$ cat config.mk
export PLATFORM = sky130hd
export DESIGN_NAME = spi_pwm_config_ctrl_flat
export DESIGN_NICKNAME = d
export VERILOG_FILES = /design/src/rtl/spi_pwm_config_ctrl_if.sv /design/src/rtl/spi_pwm_config_ctrl.sv /design/src/flat_wrapper.sv
export SDC_FILE = /design/constraint.sdc
export NUM_CORES = 1
export LEC_CHECK = 0
export CAP_MARGIN = 20
export CORE_ASPECT_RATIO = 1.4
export CORE_MARGIN = 8
export CORE_UTILIZATION = 60
export CTS_BUF_LIST = sky130_fd_sc_hd__clkbuf_8
export DETAILED_ROUTE_END_ITERATION = 10
export HOLD_SLACK_MARGIN = 0.05
export PLACE_DENSITY = 0.87
export SLEW_MARGIN = 20
export SYNTH_ARGS = -nofsm -noshare
export SYNTH_HDL_FRONTEND = slang
export SYNTH_SLANG_ARGS = --single-unit
$ cat constraint.sdc
create_clock -name clk -period 6 [get_ports clk]
set_input_delay 0.6 -clock clk [delete_from_list [all_inputs] [get_ports clk]]
set_output_delay 0.6 -clock clk [all_outputs]
set_load 0.01 [all_outputs]
$ cat src/rtl/spi_pwm_config_ctrl_if.sv
// Pin-side SPI signals and the PWM configuration outputs.
// The host or pin driver uses master; the config controller uses slave.
interface spi_pwm_config_ctrl_if;
    logic       sclk;
    logic       copi;
    logic       ncs;
    logic [7:0] en_reg_out_7_0;
    logic [7:0] en_reg_out_15_8;
    logic [7:0] en_reg_pwm_7_0;
    logic [7:0] en_reg_pwm_15_8;
    logic [7:0] pwm_duty_cycle;
    logic       wr_strobe;
    logic       frame_err;

    modport master (
        output sclk, copi, ncs,
        input  en_reg_out_7_0, en_reg_out_15_8, en_reg_pwm_7_0,
               en_reg_pwm_15_8, pwm_duty_cycle, wr_strobe, frame_err
    );

    modport slave (
        input  sclk, copi, ncs,
        output en_reg_out_7_0, en_reg_out_15_8, en_reg_pwm_7_0,
               en_reg_pwm_15_8, pwm_duty_cycle, wr_strobe, frame_err
    );
endinterface

$ cat src/rtl/spi_pwm_config_ctrl.sv
// SPI mode-0 write-only target: synchronises the SPI pins, deserialises
// 16-bit frames and commits them into five 8-bit PWM configuration registers.
module spi_pwm_config_ctrl #(
    parameter int SYNC_STAGES = 2,
    parameter int MAX_ADDR    = 4
) (
    input  logic                   clk,
    input  logic                   rst,
    spi_pwm_config_ctrl_if.slave   bus
);

    localparam int NUM_REGS = 5;
    localparam int SETTLE   = SYNC_STAGES + 1;
    localparam int SETTLE_W = $clog2(SETTLE + 1);
    localparam logic [6:0] MAX_ADDR_L = 7'(MAX_ADDR);
    localparam logic [6:0] NUM_REGS_L = 7'(NUM_REGS);

    typedef enum logic [1:0] {
        ST_IDLE,
        ST_SHIFT,
        ST_COMMIT
    } state_t;

    logic [SYNC_STAGES-1:0] sclk_sync_reg;
    logic [SYNC_STAGES-1:0] copi_sync_reg;
    logic [SYNC_STAGES-1:0] ncs_sync_reg;
    logic                   sclk_dly_reg;
    logic                   ncs_dly_reg;
    logic [SETTLE_W-1:0]    settle_reg;
    logic                   armed_reg;

    state_t      state_reg;
    logic [15:0] shift_reg;
    logic [4:0]  bit_cnt_reg;
    logic [7:0]  cfg_reg [NUM_REGS];
    logic        wr_strobe_reg;
    logic        frame_err_reg;

    logic sclk_s, copi_s, ncs_s;
    logic sclk_rise, ncs_fall, ncs_rise;
    logic settled;
    logic [6:0] addr;
    logic       addr_ok;

    assign sclk_s    = sclk_sync_reg[SYNC_STAGES-1];
    assign copi_s    = copi_sync_reg[SYNC_STAGES-1];
    assign ncs_s     = ncs_sync_reg[SYNC_STAGES-1];
    assign sclk_rise = sclk_s & ~sclk_dly_reg;
    assign ncs_fall  = ~ncs_s & ncs_dly_reg;
    assign ncs_rise  = ncs_s & ~ncs_dly_reg;
    assign settled   = (settle_reg == SETTLE_W'(SETTLE));
    assign addr      = shift_reg[14:8];
    assign addr_ok   = (addr <= MAX_ADDR_L) && (addr < NUM_REGS_L);

    always_ff @(posedge clk or posedge rst) begin
        if (rst) begin
            sclk_sync_reg <= '0;
            copi_sync_reg <= '0;
            ncs_sync_reg  <= '1;
            sclk_dly_reg  <= 1'b0;
            ncs_dly_reg   <= 1'b1;
        end else begin
            sclk_sync_reg <= {sclk_sync_reg[SYNC_STAGES-2:0], bus.sclk};
            copi_sync_reg <= {copi_sync_reg[SYNC_STAGES-2:0], bus.copi};
            ncs_sync_reg  <= {ncs_sync_reg[SYNC_STAGES-2:0], bus.ncs};
            sclk_dly_reg  <= sclk_s;
            ncs_dly_reg   <= ncs_s;
        end
    end

    // The synchroniser resets to ncs=1, so a pin already low at reset release
    // would look like a falling edge. Frames are only accepted once the
    // pipeline has flushed and ncs has genuinely been seen high.
    always_ff @(posedge clk or posedge rst) begin
        if (rst) begin
            settle_reg <= '0;
            armed_reg  <= 1'b0;
        end else if (!settled) begin
            settle_reg <= settle_reg + 1'b1;
        end else if (ncs_s) begin
            armed_reg <= 1'b1;
        end
    end

    always_ff @(posedge clk or posedge rst) begin
        if (rst) begin
            state_reg     <= ST_IDLE;
            shift_reg     <= '0;
            bit_cnt_reg   <= '0;
            wr_strobe_reg <= 1'b0;
            frame_err_reg <= 1'b0;
            for (int i = 0; i < NUM_REGS; i++) begin
                cfg_reg[i] <= '0;
            end
        end else begin
            wr_strobe_reg <= 1'b0;
            frame_err_reg <= 1'b0;
            case (state_reg)
                ST_IDLE: begin
                    shift_reg   <= '0;
                    bit_cnt_reg <= '0;
                    if (armed_reg && ncs_fall) begin
                        state_reg <= ST_SHIFT;
                    end
                end
                ST_SHIFT: begin
                    // ncs_rise has priority over a coincident sclk_rise
                    if (ncs_rise) begin
                        state_reg <= ST_COMMIT;
                    end else if (sclk_rise) begin
                        shift_reg <= {shift_reg[14:0], copi_s};
                        if (bit_cnt_reg != 5'd17) begin
                            bit_cnt_reg <= bit_cnt_reg + 5'd1;
                        end
                    end
                end
                ST_COMMIT: begin
                    if (bit_cnt_reg != 5'd16) begin
                        frame_err_reg <= 1'b1;
                    end else if (shift_reg[15] && addr_ok) begin
                        cfg_reg[addr[2:0]] <= shift_reg[7:0];
                        wr_strobe_reg      <= 1'b1;
                    end
                    shift_reg   <= '0;
                    bit_cnt_reg <= '0;
                    state_reg   <= ST_IDLE;
                end
                default: begin
                    state_reg <= ST_IDLE;
                end
            endcase
        end
    end

    assign bus.en_reg_out_7_0  = cfg_reg[0];
    assign bus.en_reg_out_15_8 = cfg_reg[1];
    assign bus.en_reg_pwm_7_0  = cfg_reg[2];
    assign bus.en_reg_pwm_15_8 = cfg_reg[3];
    assign bus.pwm_duty_cycle  = cfg_reg[4];
    assign bus.wr_strobe       = wr_strobe_reg;
    assign bus.frame_err       = frame_err_reg;

endmodule

$ cat src/flat_wrapper.sv
// flat-port wrapper written by rule: the top's interface ports become plain ports
module spi_pwm_config_ctrl_flat 
#(
    parameter int SYNC_STAGES = 2,
    parameter int MAX_ADDR    = 4
)
  (clk, rst, bus_sclk, bus_copi, bus_ncs, bus_en_reg_out_7_0, bus_en_reg_out_15_8, bus_en_reg_pwm_7_0, bus_en_reg_pwm_15_8, bus_pwm_duty_cycle, bus_wr_strobe, bus_frame_err);
  spi_pwm_config_ctrl_if bus_i ();
  input  logic clk;
  input  logic rst;
  input wire logic [$bits(bus_i.sclk)-1:0] bus_sclk;
  input wire logic [$bits(bus_i.copi)-1:0] bus_copi;
  input wire logic [$bits(bus_i.ncs)-1:0] bus_ncs;
  output wire logic [$bits(bus_i.en_reg_out_7_0)-1:0] bus_en_reg_out_7_0;
  output wire logic [$bits(bus_i.en_reg_out_15_8)-1:0] bus_en_reg_out_15_8;
  output wire logic [$bits(bus_i.en_reg_pwm_7_0)-1:0] bus_en_reg_pwm_7_0;
  output wire logic [$bits(bus_i.en_reg_pwm_15_8)-1:0] bus_en_reg_pwm_15_8;
  output wire logic [$bits(bus_i.pwm_duty_cycle)-1:0] bus_pwm_duty_cycle;
  output wire logic [$bits(bus_i.wr_strobe)-1:0] bus_wr_strobe;
  output wire logic [$bits(bus_i.frame_err)-1:0] bus_frame_err;
  assign bus_i.sclk = bus_sclk;
  assign bus_i.copi = bus_copi;
  assign bus_i.ncs = bus_ncs;
  assign bus_en_reg_out_7_0 = bus_i.en_reg_out_7_0;
  assign bus_en_reg_out_15_8 = bus_i.en_reg_out_15_8;
  assign bus_en_reg_pwm_7_0 = bus_i.en_reg_pwm_7_0;
  assign bus_en_reg_pwm_15_8 = bus_i.en_reg_pwm_15_8;
  assign bus_pwm_duty_cycle = bus_i.pwm_duty_cycle;
  assign bus_wr_strobe = bus_i.wr_strobe;
  assign bus_frame_err = bus_i.frame_err;
  spi_pwm_config_ctrl #(.SYNC_STAGES(SYNC_STAGES), .MAX_ADDR(MAX_ADDR)) u_core (.clk(clk), .rst(rst), .bus(bus_i));
endmodule
# Word-level counts from Yosys, hierarchy flattened
# Cells that the tools add are included.
# classes
addsub	2
multipliers	0
div	0
order_cmp	4
eq_ne	10
shift	0
muxes	18
bitwise	8
reduce_logical	12
# op_table
op	n
$bwmux W40	1
$mux W16	2
$pmux W16 S2	1
$demux W8 S3	1
$mux W5	3
$ne A5 B5 Y1 const B	2
$pmux W5 S2	1
$mux W8	1
$ne A2 B1 Y1 const B	4
$le A7 B3 Y1 const B	1
$lt A7 B3 Y1 const B	1
$reduce_and A3 Y1	2
$add A5 B1 Y5 const B	1
$mux W1	5
$eq A2 B2 Y1 const B	2
$ge A4 B4 Y1 const B	1
$logic_and A1 B1 Y1	4
$lt A4 B1 Y1 const B	1
$mux W2	2
$not A1 Y1	4
$not A3 Y4	1
$pmux W2 S2	1
$reduce_and A2 Y1	2
$reduce_and A4 Y1	1
other kinds (7)	9
# totals
reg_bits	76
latch_bits	0
ram_bits	0
romBits	0
in_bits	5
output_inout_bits	42
wordCells	71
memories	0

# Depth between registers and ports, before layout
# logic_depth
depth_word	6
mapped_depth	6
depth_no_buf	5

# Worst setup path after synthesis
# No wires, ideal clock.
# synth_path
path_kind	reg-to-reg
startpoint	register u_core.bit_cnt_reg[0]
endpoint	register u_core.cfg_reg, in the netlist u_core.bus.en_reg_pwm_15_8[3]
setup_time_ps	128
t_arrival_ps	1640
required_ps	5872
path_slack_ps	4233
path_stages_with_launch	7
n_path_buf	1
synth_period_minus_slack_ps	1767
cell_sequence	dfrtp_1 > inv_1 > ha_1 > nor4bb_1 > buf_2 > nand4_4 > mux2_1
# synth_via
elab_chain_cells	3
# synth_lines
element	line	source
start, declared	spi_pwm_config_ctrl.sv:34	logic [4:0] bit_cnt_reg;
start signal, assigned	spi_pwm_config_ctrl.sv:113	bit_cnt_reg <= bit_cnt_reg + 5'd1;
$ne A5 B5 Y1	spi_pwm_config_ctrl.sv:118	if (bit_cnt_reg != 5'd16) begin
$not A1 Y1 (no source line)	-	
$reduce_and A3 Y1 (no source line)	-	
end signal, assigned by index	spi_pwm_config_ctrl.sv:121	cfg_reg[addr[2:0]] <= shift_reg[7:0];
end, declared	spi_pwm_config_ctrl.sv:35	logic [7:0] cfg_reg [NUM_REGS];
# Every way passes these cells.
# A chain may end at the register's enable or synchronous reset.

# Final worst setup path
# layout_path
startpoint	register u_core.state_reg[0]
endpoint	register u_core.cfg_reg, in the netlist u_core.bus.en_reg_out_15_8[1]
# layout_via
elab_chain_cells	2
# layout_lines
element	line	source
start, declared	spi_pwm_config_ctrl.sv:32	state_t state_reg;
start signal, assigned	spi_pwm_config_ctrl.sv:87	state_reg <= ST_IDLE;
start signal, assigned	spi_pwm_config_ctrl.sv:103	state_reg <= ST_SHIFT;
start signal, assigned	spi_pwm_config_ctrl.sv:109	state_reg <= ST_COMMIT;
$eq A2 B2 Y1	spi_pwm_config_ctrl.sv:98	case (state_reg)
$reduce_and A3 Y1 (no source line)	-	
# Every way passes these cells.

==> impl_metrics.json <==
{
  "io_pins": 47,
  "numCtsBuffers": 9,
  "slew_violations": 0,
  "synth.distinct_cells": 32,
  "fin_crit_sh_pct": 35.2,
  "max_freq_mhz": 474,
  "cts.repair.resized": 0,
  "totalWireLength_um": 6580,
  "post-route-cell-area_mm2": 0.00390,
  "seqPwrFrac_pct": 52.8,
  "grt_max_degree": 77,
  "switching_share_pct": 22.4,
  "timing.final.hold_violations": 0,
  "internal_power_mw": 0.775,
  "core-area_mm2": 0.00512,
  "tightestPinTransition_ns": 0.905,
  "clock-root-buffer": "clkbuf_8",
  "postCtsSetupBuffers": 0,
  "relSlewSlack_pct": 39.7,
  "combPwrFrac_pct": 4.0,
  "peakVddDrop_v": 0.000203,
  "worst-path-max-fanout": 9,
  "nets": 289,
  "layout-drive-gt1-share_pct": 24.6,
  "synth_compound_gate_area_share_pct": 6.78,
  "netlist_area_mm2": 0.00314,
  "grt_pass1_vias": 2180,
  "yosys-top-cells-area": "dfrtp_1 (58%), mux2_2 (14%), nand4_4 (3.4%)",
  "period_needed_ns": 2.11,
  "dpl-instance-area_mm2": 0.00366,
  "synth_top_family_by_area": "multiplexers",
  "async_flop_share_pct": 100,
  "netlist.area_leader.share_pct": 58.2,
  "overflow": 0,
  "ys.flop_type": "dfrtp_1",
  "synthAdderAreaFrac_pct": 1.59,
  "cp.arrival_ns": 2.34,
  "ys_warn_count": 0,
  "skew_ns": 0.00995,
  "clock_power_share_pct": 43.2,
  "powerDensity_mw_per_mm2": 256,
  "initial_core_util_pct": 61.3,
  "outcome": "completed",
  "tns_ns": 0,
  "num_vias": 2044,
  "maxCapViolCount": 0,
  "instances_no_fill": 351,
  "die_x_um": 77.1,
  "antenna_cells": 0,
  "yosysSeqAreaShare_pct": 60.7,
  "gp_congestion": 0.860,
  "fin_hold_ws_ns": 0.360,
  "vias_per_cell": 5.82,
  "drt_pass1_iterations": 5,
  "crit_type": "reg -> reg",
  "ant_nets": 0,
  "drt-wirelength-per-cell_um": 18.7,
  "largest_reg_flops": 16,
  "die_h_um": 102,
  "synth_edf_count": 0,
  "syn-num-nets": 242,
  "yosys.area_share.simple_pct": 12.7,
  "synth_top_area_cell": "dfrtp_1",
  "start_kind": "flip-flop",
  "synth_mux_area_share_pct": 15.7,
  "postCtsHoldBufs": 0,
  "setup_viol": 0,
  "cts_sinks": 76,
  "hold_path_class": "reg -> reg",
  "worstSetupEndpointType": "flip-flop",
  "antenna_found_initial": 0,
  "cp_data_required_time_ns": 6.23,
  "cts_tree": "done",
  "first_iter_violations": 117,
  "rsz0062_at_grt": "false",
  "ys_ff_latch": 76,
  "num_rows": 31,
  "synth.avg_cell_area_um2": 13.5,
  "p_switching_mw": 0.223,
  "synth_xor_area_share_pct": 0.279,
  "placed_cells": 335,
  "drc": 0,
  "leakagePower_nw": 1.71,
  "io_buffers": 46,
  "clockBufferDepth": 2,
  "layout_commonest_cell": "dfrtp_1",
  "grt_pass1_wl_um": 11000,
  "area_delta_synth_final_pct": 24.2,
  "clk_pin_slew_worst_paths_ns": 0.07,
  "mostFrequentLayoutCells": "dfrtp_1 (73), clkdlybuf4s50_1 (46), mux2_2 (38), a21oi_1 (19), nand3_1 (18)",
  "clkLatencyLatePin_ns": 0.36,
  "grtUsageTotal_pct": 18.1,
  "syn_inst": 233,
  "dieArea_mm2": 0.00784,
  "htreeDepth": 3,
  "dpl.hpwl_um": 4350
}
==> final cells by class <==
class	count	area, µm²
Clock inverter	6	86.3
Multi-Input combinational cell	140	1190
Tap cell	66	82.6
Clock buffer	10	138
Inverter	5	18.8
Timing Repair Buffer	48	475
Fill cell	341	1220
Sequential cell	76	1910
==> synthesized netlist by cell type (2+ instances only) <==
cell type / number
dfrtp_1: 73
mux2_2: 38
a21oi_1: 19
nand3_1: 18
o21ai_0: 17
clkbuf_1: 8
nand2_1: 7
inv_1: 5
nand4_4: 5
ha_1: 4
nor3b_1: 4
buf_2: 3
dfstp_2: 3
mux2_1: 3
mux2i_1: 3
nor3_1: 3
nor4bb_1: 3
o31ai_1: 2
or4_1: 2
==> power groups by stage <==
stage | clock network [mW] | registers (mW) | logic (mW)
after floorplan | 0 | 0.532 | 0.0304
after global placement | 0 | 0.535 | 0.0382
after detailed placement | 0 | 0.536 | 0.0391
after global routing | 0.458 | 0.528 | 0.0454
final | 0.431 | 0.527 | 0.0397
after CTS | 0.436 | 0.526 | 0.0393
==> routing by layer <==
metal,track usage [%],up-vias,wire (µm)
li1,-,947,-
met1,19.5,1034,2450
met3,5.15,11,314
met4,8.75,0,141
met5,0,-,0
met2,31.9,52,3670
==> per-stage QoR <==
stage | setup slack (ns) | utilization (%) | power, mW
after global routing | 3.78 | 76.1 | 1.03
after detailed placement | 3.45 | 71.4 | 0.575
final | 3.89 | 76.1 | 0.998
after CTS | 3.42 | 75.8 | 1.00
after global placement | 3.57 | 71.4 | 0.573
after floorplan | 3.47 | - | 0.563
==> worst max-delay path, cell delays in order (launching register included) <==
cell      delay [ns]
dfrtp_1         0.50
nor4bb_4        0.74
nand4_4         0.37
mux2_2          0.38
==> worst paths after layout <==
check / start / to / slack [ns] / cells after the start
worst max-delay path: u_core.state_reg[0] / u_core.bus.en_reg_out_15_8[1] / 3.89 / 3
worst min-delay path: u_core.sclk_sync_reg[0] / u_core.sclk_sync_reg[1] / 0.36 / 0
worst max register to register: u_core.state_reg[0] / u_core.bus.en_reg_out_15_8[1] / 3.89 / 3
worst min register to register: u_core.sclk_sync_reg[0] / u_core.sclk_sync_reg[1] / 0.36 / 0
max in group asynchronous: rst / u_core.shift_reg[15] / 4.58 / 3
min in group asynchronous: rst / u_core.bus.en_reg_pwm_15_8[0] / 0.84 / 3
==> logic make-up (layout without fill, tap and decap cells) <==
logic type / count (synthesis) / after routing
AOI/OAI and AO/OA: 40 / 40
xor gates and xnor gates: 1 / 1
adders and majority gates: 4 / 4
buffers and inverters: 17 / 69
DFF: 76 / 76
muxes: 44 / 44
and+or+nand+nor: 51 / 51
No activity file was read; power rests on OpenSTA's default activity.
